[src/rtl/input_feeder.sv]
// Tile input feeder: buffers DEPTH vectors, streams them to the skew shifters, then
// issues ROWS zero beats so the diagonal drains before the next tile is accepted.
module input_feeder #(
   parameter int unsigned ROWS       = 4,
   parameter int unsigned DATA_WIDTH = 16,
   parameter int unsigned DEPTH      = 4
) (
   input  logic                       clk,
   input  logic                       rst,
   input  logic                       in_valid,
   output logic                       in_ready,
   input  logic [DATA_WIDTH*ROWS-1:0] in_data,
   input  logic                       stall,
   output logic [DATA_WIDTH*ROWS-1:0] out_data,
   output logic                       out_enable,
   output logic                       out_last,
   output logic                       busy,
   output logic                       done
);

   localparam int unsigned VecW = DATA_WIDTH * ROWS;
   localparam int unsigned PtrW = (DEPTH > 1) ? $clog2(DEPTH) : 1;
   localparam int unsigned CntW = (ROWS > 1) ? $clog2(ROWS) : 1;
   localparam logic [PtrW-1:0] PtrLast = PtrW'(DEPTH - 1);
   localparam logic [CntW-1:0] CntLast = CntW'(ROWS - 1);

   typedef enum logic [1:0] {StLoad, StStream, StFlush} state_e;

   state_e            state_q, state_d;
   logic [PtrW-1:0]   wr_ptr_q, wr_ptr_d;
   logic [PtrW-1:0]   rd_ptr_q, rd_ptr_d;
   logic [CntW-1:0]   flush_cnt_q, flush_cnt_d;
   logic [VecW-1:0]   out_data_q, out_data_d;
   logic              out_enable_q, out_enable_d;
   logic              out_last_q, out_last_d;
   logic              done_q, done_d;
   logic [VecW-1:0]   buf_q [DEPTH];
   logic              accept;

   assign in_ready   = (state_q == StLoad) && !rst;
   assign accept     = in_valid && in_ready;
   assign busy       = (state_q != StLoad);
   assign out_data   = out_data_q;
   assign out_enable = out_enable_q;
   assign out_last   = out_last_q;
   assign done       = done_q;

   // Buffer is only written while loading, so it stays stable through STREAM/FLUSH.
   always_ff @(posedge clk) begin
      if (accept) begin
         buf_q[wr_ptr_q] <= in_data;
      end
   end

   always_comb begin
      state_d      = state_q;
      wr_ptr_d     = wr_ptr_q;
      rd_ptr_d     = rd_ptr_q;
      flush_cnt_d  = flush_cnt_q;
      out_data_d   = out_data_q;
      out_enable_d = 1'b0;
      out_last_d   = 1'b0;
      done_d       = 1'b0;
      unique case (state_q)
         StLoad: begin
            out_data_d = '0;
            if (accept) begin
               if (wr_ptr_q == PtrLast) begin
                  wr_ptr_d = '0;
                  state_d  = StStream;
               end else begin
                  wr_ptr_d = wr_ptr_q + PtrW'(1);
               end
            end
         end
         StStream: begin
            if (!stall) begin
               out_data_d   = buf_q[rd_ptr_q];
               out_enable_d = 1'b1;
               out_last_d   = (rd_ptr_q == PtrLast);
               if (rd_ptr_q == PtrLast) begin
                  rd_ptr_d = '0;
                  state_d  = StFlush;
               end else begin
                  rd_ptr_d = rd_ptr_q + PtrW'(1);
               end
            end
         end
         StFlush: begin
            if (!stall) begin
               out_data_d   = '0;
               out_enable_d = 1'b1;
               if (flush_cnt_q == CntLast) begin
                  flush_cnt_d = '0;
                  done_d      = 1'b1;
                  state_d     = StLoad;
               end else begin
                  flush_cnt_d = flush_cnt_q + CntW'(1);
               end
            end
         end
         default: state_d = StLoad;
      endcase
   end

   always_ff @(posedge clk or posedge rst) begin
      if (rst) begin
         state_q      <= StLoad;
         wr_ptr_q     <= '0;
         rd_ptr_q     <= '0;
         flush_cnt_q  <= '0;
         out_data_q   <= '0;
         out_enable_q <= 1'b0;
         out_last_q   <= 1'b0;
         done_q       <= 1'b0;
      end else begin
         state_q      <= state_d;
         wr_ptr_q     <= wr_ptr_d;
         rd_ptr_q     <= rd_ptr_d;
         flush_cnt_q  <= flush_cnt_d;
         out_data_q   <= out_data_d;
         out_enable_q <= out_enable_d;
         out_last_q   <= out_last_d;
         done_q       <= done_d;
      end
   end

endmodule
[config.mk]
export PLATFORM = sky130hd
export DESIGN_NAME = input_feeder
export DESIGN_NICKNAME = d
export VERILOG_FILES = /design/src/rtl/input_feeder.sv
export SDC_FILE = /design/constraint.sdc
export NUM_CORES = 1
export LEC_CHECK = 0
export ABC_AREA = 1
export CORE_UTILIZATION = 50
export DETAILED_ROUTE_END_ITERATION = 6
export HOLD_SLACK_MARGIN = 0.08
export PLACE_DENSITY = 0.72
export SLEW_MARGIN = 20
export SYNTH_ARGS = -nofsm -noshare
export SYNTH_HDL_FRONTEND = slang
export SYNTH_SLANG_ARGS = --single-unit
[constraint.sdc]
create_clock -name clk -period 8.4 [get_ports clk]
set_input_delay 1.68 -clock clk [delete_from_list [all_inputs] [get_ports clk]]
set_output_delay 1.68 -clock clk [all_outputs]
set_load 0.02 [all_outputs]
==> run_results.csv <==
group,metric,value,unit
timing,finalCritPeriodShare,54.5,%
synthesis,ys_types,18,
synthesis,syn_area,12800,um^2
timing,rsz0062_at_grt,"no",
job,drv_cap,0,
critical_path,cp_max_fo,2,
critical_path,cp_common_cell,"clkdlybuf4s50_1",
placed_design,io_buffers,136,
pwr,finalPower,5080,uW
finish,drive_above_1_share,6.55,%
floorplan,coreArea,25100,um^2
routing,highest_layer,"met4",
timing,fin_skew,0.0217,ns
synthesis,synth-seq-cells,331,
clock_network,clock_latency,0.52,ns
critical_path,worstSetupPathType,"primary input to output port",
placed_design,routabilityCongestion,0.699,
floorplan,rows,58,
grt,grt_pass1_wl,43400,um
finish,final_cell_mix,"nand2_1, edfxtp_1, nand3_1",
finish,postLayoutCellArea,15500,um^2
clock_network,numCtsBuffers,35,
placed_design,place_ws,3.76,ns
timing,fin_setup_tns,0,ns
floorplan,die_y,162,um
critical_path,slowest_stage,"clkdlybuf4s50_1",
clock_network,hold_buffers,0,
timing,setup_violations,0,
routing,drt_pre_antenna_iters,5,
critical_path,critical_path.cell_chain,"clkdlybuf4s50_1 -> nor2_1 -> clkdlybuf4s50_1",
floorplan,ios,137,
finish,area_growth,21.1,%
routing,vias_per_cell,5.37,
clock_network,path_clk_slew,0.06,ns
finish,final_common_cell,"nand2_1",
routing,wire_per_inst,18.0,um
routing,antenna_left,0,
placed_design,hpwl,13800,um
synthesis,synth_cells,1042,
timing,holdWs,0.479,ns
routing,drt_iter0_markers,595,
critical_path,worstPathRequired,6.72,ns
critical_path,worst_path_largest_cell_delay,0.62,ns
critical_path,arrival,2.90,ns
finish,fillers,1919,
routing,met2_length,14100,um
grt,grt_pass1_vias,8001,
clock_network,root_buffer,"clkbuf_16",
timing,min_period,4.58,ns
timing,tightestPinTransition,1.07,ns
floorplan,start_util,50.9,%
synthesis,avgSynthCellArea,12.3,um^2
routing,drt-total-wl,27300,um
pwr,power_density,328,nW/um^2
pwr,p_leak,0.00602,uW
timing,maxSlewHeadroom,29.0,%
synthesis,yosysWarnings,0,
routing,wl_met1,11100,um
clock_network,cts_resized,0,
timing,fmax,219,MHz
clock_network,htree_levels,2,
synthesis,ys_seq_area_share,74.8,%
grt,grt_overflow,0,
timing,slew_violations,0,
worst_hold_path,holdCritStartpoint,"flush_cnt_q[1]",
clock_network,post_cts_buffers,0,
critical_path,startpoint,"rst",
critical_path,timing.rr.start,"rd_ptr_q[0]",
floorplan,die_w,162,um
grt,grt_max_degree,80,
synthesis,synth_nets,1122,
critical_path,cp-start-kind,"primary input",
placed_design,postPlaceCellArea,14400,um^2
finish,final_nets,1244,
floorplan,dieArea,26200,um^2
routing,drc,0,
clock_network,cts_sinks,331,
critical_path,crit_path_end_kind,"output port",
routing,vias,8172,
clock_network,cts_tree,"done",
timing,hold_viol,0,
clock_network,cts_buffer_depth,3,
worst_hold_path,hold_path.class,"register to register",
grt,track_usage,21.6,%
pwr,ir_drop,152,uV
run_status,status,"finished, final reports clean",
grt,antenna_found_initial,2,
timing,finalWorstSetupSlack,3.82,ns
routing,route.met3.wl,1710,um
layout make-up:
cell class | count | area (um^2) | area share, %
multi-input cells | 629 | 2850 | 18.4
repair buffers | 147 | 1450 | 9.35
clock inverters | 13 | 114 | 0.735
clock buffers | 50 | 1000 | 6.48
inverters | 20 | 80.1 | 0.517
flip-flops and latches | 331 | 9570 | 61.8
diodes | 1 | 2.50 | 0.0162
well taps | 330 | 413 | 2.67
power by group:
part / internal (uW) / switching [uW]
logic: 500 / 950
clock network: 869 / 610
registers: 2010 / 141
total: 3380 / 1700
final timing paths:
path | depth (start not counted) | slack [ns] | to
max in group asynchronous | 3 | 6.10 | rd_ptr_q[0]
worst max register to register | 6 | 5.79 | out_data[27]
worst min register to register | 2 | 0.48 | flush_cnt_q[1]
worst min-delay path | 2 | 0.48 | flush_cnt_q[1]
min in group asynchronous | 3 | 1.73 | out_data[23]
worst max-delay path | 3 | 3.82 | in_ready
critical path, delay by kind of cell:
family / cells / cell delay (ns)
buffers and inverters: 2 / 1.05
and+or+nand+nor: 1 / 0.16
flip-flops by register name, summed over array words and instances, names as in the netlist:
signal / cells
state_q: 2
done: 1
wr_ptr_q: 2
rd_ptr_q: 2
flush_cnt_q: 2
out_last: 1
buf_q: 256
out_enable: 1
out_data: 64
stage by stage:
step           util (%)  std cells
5_1_grt            61.7       1521
3_3_place_gp       57.2       1457
4_1_cts            61.6       1520
2_1_floorplan         -       1042
6_report           61.7       1521
3_5_place_dp       57.2       1457
Yosys cell counts:
master,count,area [um^2]
edfxtp_1,256,7690
dfrtp_1,75,1880
buf_2,36,180
nand3_1,195,976
inv_1,19,71.3
ha_1,12,150
clkbuf_1,8,30.0
nor2_4,1,11.3
buf_4,7,52.6
nor2_8,1,20.0
o21ai_0,68,340
inv_2,1,3.75
nor2_1,10,37.5
nand4_1,1,6.26
buf_1,1,3.75
clkbuf_2,10,50.1
nand2_1,340,1280
o31ai_1,1,7.51
cell families after synthesis:
| group | Yosys count | synth area share [%] |
|---|---|---|
| AND/OR/NAND/NOR | 548 | 18.2 |
| flip-flops | 331 | 74.8 |
| buffers and inverters | 82 | 3.06 |
| AO/OA/AOI/OAI | 69 | 2.72 |
| adder cells (fa/ha/maj) | 12 | 1.17 |
layer usage:
layer | vias to the layer above | track usage, %
li1 | 3876 | -
met1 | 4014 | 28.0
met2 | 247 | 37.4
met3 | 35 | 4.06
met4 | 0 | 5.66
met5 | - | 0
Note: power is estimated with default switching activity, not from simulation.
